<file path="config.mk">
export PLATFORM = sky130hd
export DESIGN_NAME = ex_muldiv
export DESIGN_NICKNAME = d
export VERILOG_FILES = /design/src/rtl/ex_muldiv.sv
export SDC_FILE = /design/constraint.sdc
export NUM_CORES = 2
export LEC_CHECK = 0
export BUFFER_PORTS_ARGS = -buffer_cell sky130_fd_sc_hd__buf_2
export CAP_MARGIN = 20
export CELL_PAD_IN_SITES_DETAIL_PLACEMENT = 1
export CELL_PAD_IN_SITES_GLOBAL_PLACEMENT = 1
export CORE_MARGIN = 5
export CORE_UTILIZATION = 51
export CTS_CLUSTER_SIZE = 40
export DETAILED_ROUTE_END_ITERATION = 7
export GPL_ROUTABILITY_DRIVEN = 0
export PLACE_DENSITY = 0.8
export SYNTH_ARGS = -nofsm -noshare
export SYNTH_HDL_FRONTEND = slang
export SYNTH_SLANG_ARGS = --single-unit
</file>
<file path="constraint.sdc">
create_clock -name clk -period 8.9 [get_ports clk]
set_input_delay 1.78 -clock clk [delete_from_list [all_inputs] [get_ports clk]]
set_output_delay 1.78 -clock clk [all_outputs]
set_load 0.02 [all_outputs]
</file>
<file path="src/rtl/ex_muldiv.sv">
// Multi-cycle MIPS multiply/divide unit with architectural HI/LO registers.
// Define EX_DIV_EN to build the iterative restoring divider and its DIV state.
module ex_muldiv #(
  parameter int WIDTH = 32
) (
  input  logic             clk,
  input  logic             rst,
  input  logic             start_i,
  input  logic [2:0]       op_i,
  input  logic [WIDTH-1:0] opa_i,
  input  logic [WIDTH-1:0] opb_i,
  input  logic             annul_i,
  output logic             stallreq_o,
  output logic             ready_o,
  output logic [WIDTH-1:0] hi_o,
  output logic [WIDTH-1:0] lo_o
);

  localparam logic [2:0] OP_MULT  = 3'd1;
  localparam logic [2:0] OP_MULTU = 3'd2;
  localparam logic [2:0] OP_MTHI  = 3'd5;
  localparam logic [2:0] OP_MTLO  = 3'd6;
`ifdef EX_DIV_EN
  localparam logic [2:0] OP_DIV   = 3'd3;
  localparam logic [2:0] OP_DIVU  = 3'd4;
  localparam int         CNT_W    = $clog2(WIDTH);

  typedef enum logic [1:0] {S_IDLE, S_MUL, S_DIV, S_DONE} state_t;
`else
  typedef enum logic [1:0] {S_IDLE, S_MUL, S_DONE} state_t;
`endif

  state_t           state;
  logic             ready;
  logic [WIDTH-1:0] hi;
  logic [WIDTH-1:0] lo;
  logic [WIDTH-1:0] res_hi;
  logic [WIDTH-1:0] res_lo;
  logic [WIDTH-1:0] mul_a;
  logic [WIDTH-1:0] mul_b;
  logic             mul_signed;
  logic             long_op;

  function automatic logic [WIDTH-1:0] cond_neg(input logic [WIDTH-1:0] v, input logic neg);
    return neg ? (~v + WIDTH'(1)) : v;
  endfunction

  // Operands are sign- or zero-extended to 2*WIDTH so one multiplier serves both forms.
  logic              sext_a;
  logic              sext_b;
  logic signed [2*WIDTH-1:0] mul_a_ext;
  logic signed [2*WIDTH-1:0] mul_b_ext;
  logic signed [2*WIDTH-1:0] product;

  assign sext_a    = mul_signed & mul_a[WIDTH-1];
  assign sext_b    = mul_signed & mul_b[WIDTH-1];
  assign mul_a_ext = {{WIDTH{sext_a}}, mul_a};
  assign mul_b_ext = {{WIDTH{sext_b}}, mul_b};
  assign product   = mul_a_ext * mul_b_ext;

`ifdef EX_DIV_EN
  logic [WIDTH-1:0] dvs;
  logic [WIDTH-1:0] quot;
  logic [WIDTH-1:0] rem;
  logic [CNT_W-1:0] cnt;
  logic             neg_q;
  logic             neg_r;
  logic [WIDTH:0]   shifted;
  logic [WIDTH:0]   diff;
  logic [WIDTH-1:0] quot_next;
  logic [WIDTH-1:0] rem_next;
  logic             sdiv;

  // quot starts as the dividend magnitude and is shifted out MSB-first into rem.
  assign shifted   = {rem, quot[WIDTH-1]};
  assign diff      = shifted - {1'b0, dvs};
  assign quot_next = {quot[WIDTH-2:0], ~diff[WIDTH]};
  assign rem_next  = diff[WIDTH] ? shifted[WIDTH-1:0] : diff[WIDTH-1:0];
  assign sdiv      = (op_i == OP_DIV);
`endif

  always_comb begin
    long_op = 1'b0;
    case (op_i)
      OP_MULT, OP_MULTU: long_op = 1'b1;
`ifdef EX_DIV_EN
      OP_DIV, OP_DIVU:   long_op = 1'b1;
`endif
      default:           long_op = 1'b0;
    endcase
  end

  assign stallreq_o = ~rst & ~annul_i &
                      (((state == S_IDLE) & start_i & long_op) |
`ifdef EX_DIV_EN
                       (state == S_DIV) |
`endif
                       (state == S_MUL));

  always_ff @(posedge clk) begin
    if (rst) begin
      state      <= S_IDLE;
      ready      <= 1'b0;
      hi         <= '0;
      lo         <= '0;
      res_hi     <= '0;
      res_lo     <= '0;
      mul_a      <= '0;
      mul_b      <= '0;
      mul_signed <= 1'b0;
`ifdef EX_DIV_EN
      dvs        <= '0;
      quot       <= '0;
      rem        <= '0;
      cnt        <= '0;
      neg_q      <= 1'b0;
      neg_r      <= 1'b0;
`endif
    end else begin
      ready <= 1'b0;
      if (annul_i) begin
        state <= S_IDLE;
      end else begin
        case (state)
          S_IDLE: begin
            if (start_i) begin
              case (op_i)
                OP_MULT, OP_MULTU: begin
                  mul_a      <= opa_i;
                  mul_b      <= opb_i;
                  mul_signed <= (op_i == OP_MULT);
                  state      <= S_MUL;
                end
`ifdef EX_DIV_EN
                OP_DIV, OP_DIVU: begin
                  if (opb_i != '0) begin
                    quot  <= cond_neg(opa_i, sdiv & opa_i[WIDTH-1]);
                    dvs   <= cond_neg(opb_i, sdiv & opb_i[WIDTH-1]);
                    rem   <= '0;
                    cnt   <= '0;
                    neg_q <= sdiv & (opa_i[WIDTH-1] ^ opb_i[WIDTH-1]);
                    neg_r <= sdiv & opa_i[WIDTH-1];
                    state <= S_DIV;
                  end else begin
                    res_lo <= '1;
                    res_hi <= opa_i;
                    state  <= S_DONE;
                  end
                end
`endif
                OP_MTHI: hi <= opa_i;
                OP_MTLO: lo <= opa_i;
                default: ;
              endcase
            end
          end
          S_MUL: begin
            res_hi <= product[2*WIDTH-1:WIDTH];
            res_lo <= product[WIDTH-1:0];
            state  <= S_DONE;
          end
`ifdef EX_DIV_EN
          S_DIV: begin
            quot <= quot_next;
            rem  <= rem_next;
            cnt  <= cnt + CNT_W'(1);
            if (cnt == CNT_W'(WIDTH-1)) begin
              res_lo <= cond_neg(quot_next, neg_q);
              res_hi <= cond_neg(rem_next, neg_r);
              state  <= S_DONE;
            end
          end
`endif
          S_DONE: begin
            hi    <= res_hi;
            lo    <= res_lo;
            ready <= 1'b1;
            state <= S_IDLE;
          end
          default: state <= S_IDLE;
        endcase
      end
    end
  end

  assign ready_o = ready;
  assign hi_o    = hi;
  assign lo_o    = lo;

endmodule

</file>
## Word level (Yosys, flattened, before mapping)

Cells that the tools add are included.

| storage, ports and cells | value |
|---|---|
| output and inout port bits | 66 |
| word-level logic and storage cells | 49 |
| register bits | 196 |

| cells by class | value |
|---|---|
| bitwise gates (word level) | 9 |
| equality and inequality tests | 10 |
| reductions and logical operators | 9 |
| multiplexer cells | 11 |
| multipliers | 1 |

Operator list:

| kind | number |
|---|---|
| 2-to-1 mux 32 bit | 4 |
| case mux 32 bit (2 select lines) | 2 |
| multiplier 33 x 33 -> 64 bit | 1 |
| AND reduction 4 bit | 3 |
| AND 1 bit | 6 |
| equality test 3 bit, second input constant | 2 |
| inequality test 2 x 1 -> 1 bit, second input constant | 3 |
| 2-to-1 mux 2 bit | 2 |
| case mux 2 bit (2 select lines) | 1 |
| AND reduction 2 bit | 2 |
| OR reduction 2 bit | 2 |
| equality test 3 x 1 -> 1 bit, second input constant | 1 |
| equality test 3 x 2 -> 1 bit, second input constant | 1 |
| equality test 2 x 1 -> 1 bit, second input constant | 1 |
| equality test 2 bit, second input constant | 1 |
| zero test 2 bit | 1 |
| 2-to-1 mux 1 bit | 2 |
| inequality test 2 bit, second input constant | 1 |
| NOT 1 bit | 2 |
| nonzero test 2 bit | 1 |
| bitwise OR 1 bit | 1 |

## Depth between registers and ports, before layout

| depth | value |
|---|---|
| depth in word-level cells | 6 |
| depth in mapped cells | 29 |

## Least setup slack after synthesis

OpenSTA, ideal clock, no wires.

| timing path | value |
|---|---|
| path kind | register to register |
| from | register mul_a[31] |
| to | register res_hi[26] |
| path slack | 1.132 ns |
| required time | 8.838 ns |
| library setup time | 0.062 ns |
| arrival | 7.706 ns |
| cell stages (with the launch flop) | 28 |
| period minus slack after synthesis | 7.768 ns |
| path through | dfxtp_1 > and2_1 > clkbuf_1 > nand2_1 > inv_1 > fa_1 > fa_1 > fa_1 > inv_1 > fa_1 > inv_1 > fa_1 > fa_1 > inv_1 > fa_1 > fa_1 > inv_1 > ha_1 > clkbuf_1 > a21oi_1 > nor2b_1 > o21ai_0 > nand2b_1 > nor3b_1 > a211oi_1 > a21oi_1 > or4_1 > nand3_1 |

| between the ends | value |
|---|---|
| longest elaborated chain between the ends | 2 |

RTL lines:

| element | line | RTL |
|---|---|---|
| from (decl) | 39 | `logic [WIDTH-1:0] mul_a;` |
| from (signal assigned) | 129 | `mul_a <= opa_i;` |
| AND 1 bit | 55 | `assign sext_a = mul_signed & mul_a[WIDTH-1];` |
| multiplier 33 x 33 -> 64 bit * | 59 | `assign product = mul_a_ext * mul_b_ext;` |
| to (signal assigned) | 158 | `res_hi <= product[2*WIDTH-1:WIDTH];` |
| to (decl) | 37 | `logic [WIDTH-1:0] res_hi;` |

Every way passes the cells marked *; elsewhere a longest branch is shown, timed or not.
A chain may end at the register's enable or synchronous reset.

## Worst setup path after layout

| timing path | value |
|---|---|
| from | register mul_b[18] |
| to | register res_hi[25] |

| between the ends | value |
|---|---|
| longest elaborated chain between the ends | 1 |

RTL lines:

| element | line | RTL |
|---|---|---|
| from (decl) | 40 | `logic [WIDTH-1:0] mul_b;` |
| from (signal assigned) | 130 | `mul_b <= opb_i;` |
| multiplier 33 x 33 -> 64 bit | 59 |  |

No other way between the ends.

==> flow_metrics.py <==
metrics = {
    "power": {
        "p_sw_frac": 0.351,
        "combPwrFrac": 0.154,
        "ir_drop_mv": 0.146,
        "p_int_w": 0.00139,
        "powerDensity_nw_per_um2": 44.6,
        "clkPwrFrac": 0.414,
        "power.share.sequential": 0.433,
        "p_leak_nw": 23.3,
        "p_sw_w": 0.000756,
    },
    "outcome": {
        "status": "complete, no violations",
    },
    "floorplan": {
        "die_area_sq_um": 94700,
        "ioPinCount": 137,
        "die_h_um": 308,
        "core_sq_um": 88200,
        "rows": 109,
        "die_w_um": 308,
        "start_util": 0.512,
    },
    "clock_network": {
        "cts_tree": "yes",
        "cts.clk_slew.worst_paths_ps": 100,
        "cts.path.max_buffers": 2,
        "clkLatencyLatePin_ps": 510,
        "cts_buffers": 17,
        "htree_num_levels": 4,
        "cts.sinks": 196,
        "root_buffer": "clkbuf_16",
    },
    "placed_design": {
        "io_buffers": 136,
        "dp_hpwl_um": 129000,
        "place_ws_ps": 230,
    },
    "worst_setup_path": {
        "reg2reg_to": "res_hi[25]",
        "r2r_setup_slack_ps": 200,
        "reg2reg_from": "mul_b[18]",
        "reg2reg_depth": 25,
        "crit_fanout": 17,
        "end_kind": "flop",
        "crit_type": "reg2reg",
        "start_kind": "flop",
        "cp.required_ps": 9350,
        "critPathArrivalTime_ps": 9160,
    },
    "grt": {
        "grt_max_degree": 79,
        "grt-ovfl-total": 0,
        "grt_usage": 0.344,
        "grt_pass1_vias": 42800,
        "antenna_found_initial": 3,
        "grt_pass1_wl_um": 247000,
    },
    "synth": {
        "ys_seq_elements": 196,
        "yosys_warnings": 0,
        "syn_area_per_cell_sq_um": 8.91,
        "synth_area_sq_um": 45200,
        "ys_seq_area_frac": 0.0868,
        "yosysUniqueCellTypes": 70,
        "netlist_instances": 5073,
        "syn-num-nets": 6481,
        "yosys.area.top_type_share": 0.498,
        "synthArstFlopShare": 0,
        "synth_flop_cell": "dfxtp_1",
        "yosys.area.top_type": "fa_1",
        "synth-edff-count": 0,
        "synth.top_cells.by_area": "fa_1, inv_1, dfxtp_1, nand2_1, ha_1",
    },
    "sta": {
        "drv_slew": 0,
        "fmax_mhz": 115,
        "whs_ps": 460,
        "finClkSkew_ps": 27.5,
        "timing.final.crit_share": 0.978,
        "final_hold_viol_count": 0,
        "rsz0062_at_grt": "no",
        "maxSlewHeadroom": 0.231,
        "fin_ws_ps": 197,
        "min_period_ps": 8700,
        "setup_tns_ps": 0,
        "tightest_slew_ps": 1150,
        "finalSetupViolCount": 0,
    },
    "routing": {
        "drc": 0,
        "firstDrtPassIters": 5,
        "wl_um": 159000,
        "wire_per_inst_um": 25.4,
        "drtIter0Drc": 2575,
        "vias": 35800,
        "ant_nets": 0,
        "vias_per_cell": 5.73,
    },
    "flow_run": {
        "maxCapViolCount": 0,
    },
    "final_layout": {
        "final_nets": 6472,
        "areaGrowthSynthToFinish_pct": 6.72,
        "final_cell_mix": "fa_1, inv_1, nand2_1, and2_1, a21oi_1",
        "final_common_cell": "fa_1",
        "drive_gt1_frac": 0.0707,
    },
    "min_path": {
        "holdCritStartpoint": "mul_b[17]",
        "holdCritPathClass": "reg2reg",
        "min_to": "mul_b[17]",
        "min_path_cells": 2,
    },
}
## Yosys cell counts (all sizes together), types with 3 or more instances
master and count:
fa 1125, inv 1106, nand2 949, and2 360, clkbuf 302, a21oi 241, ha 212, dfxtp 196
nor2 117, a211oi 75, xnor2 46, nor2b 40, o21ai 40, a21o 35, and3 28, xor2 22
nand3 19, nand4 19, nor3 13, o211ai 11, a31oi 10, or2 10, o21a 9, buf 8
o21bai 7, and4 6, nor3b 6, o31ai 6, or3 5, a2111oi 4, nor4 4, a31o 3
a41oi 3, nand2b 3
## area by class of cell
cell class / instances / area [sq um]
fill: 10300 / 40000
sequential: 196 / 3940
multi-input combinational: 3461 / 36000
clock inverter: 15 / 239
tap: 1165 / 1460
timing repair buffer: 282 / 2040
clock buffer: 17 / 425
inverter: 1106 / 4150
antenna: 2 / 5.00
## cell families (layout without fill, tap and decap cells)
family,Yosys count,after routing,share of synthesized area
AOI/OAI and AO/OA,468,468,0.0646
xor gates and xnor gates,68,68,0.0132
adders and majority gates,1337,1337,0.557
buffers and inverters,1416,1420,0.118
DFF,196,196,0.0868
muxes,1,1,0.000221
other,0,2,0
and+or+nand+nor,1587,1587,0.161
## power by group through the flow
stage | Clock, W | Combinational (W) | Sequential (W)
after detailed placement | 0 | 0.000317 | 0.000952
final | 0.000890 | 0.000330 | 0.000930
after floorplan | 0 | 0.000169 | 0.000930
after CTS | 0.000902 | 0.000319 | 0.000932
after global placement | 0 | 0.000303 | 0.000953
after global routing | 0.000931 | 0.000348 | 0.000931
## per-stage QoR
stage | instance area (sq um) | utilization | instances | total power, W
floorplan | 45200 | - | 5073 | 0.00110
global placement | 47400 | 0.537 | 6203 | 0.00126
detailed placement | 47500 | 0.538 | 6206 | 0.00127
CTS | 48100 | 0.545 | 6238 | 0.00215
global route | 48200 | 0.547 | 6242 | 0.00221
finish | 48300 | 0.547 | 6244 | 0.00215
## per-layer routing
metal / share of wire / vias to the layer above / wire length (um) / track usage
met5: 0.000082 / - / 13 / 0
met4: 0.077 / 2 / 12300 / 0.217
met3: 0.065 / 652 / 10300 / 0.0498
met2: 0.51 / 1592 / 81000 / 0.610
met1: 0.35 / 18700 / 55300 / 0.391
li1: - / 14900 / - / -
## registers in the layout, indices dropped and copies added (netlist names)
| signal | count |
|---|---|
| mul_signed | 1 |
| state | 2 |
| mul_a | 32 |
| mul_b | 32 |
| hi_o | 32 |
| lo_o | 32 |
| res_lo | 32 |
| res_hi | 32 |
| ready_o | 1 |
## worst max-delay path by stage
stage,slack [ps],startpoint,to
floorplan,1130,mul_a[31],res_hi[26]
global placement,300,mul_a[10],res_hi[25]
detailed placement,230,mul_a[15],res_hi[25]
CTS,160,mul_a[15],res_hi[25]
global route,6,mul_b[18],res_hi[25]
finish,200,mul_b[18],res_hi[25]
## critical path: stages (launching register included)
cell and delay (ps):
dfxtp_1 1050, buf_4 340, nand2_1 110, fa_1 540
inv_1 60, fa_1 530, inv_1 50, fa_1 500
fa_1 550, inv_1 50, fa_1 500, fa_1 440
fa_1 510, inv_1 60, fa_1 470, inv_1 50
ha_1 450, nand2_1 80, o21ai_0 470, a211oi_1 170
o31ai_1 430, o21ai_2 150, a311oi_4 420, a31oi_1 160
or4_1 420, nand3_1 80
## repair_timing
item | 4_1_cts | 5_1_grt
buffers inserted | 0 | 0
gates resized for setup | 0 | 12
setup endpoints to repair | 0 | 7
hold buffers | 0 | 0
No activity file was read; power rests on OpenSTA's default activity.
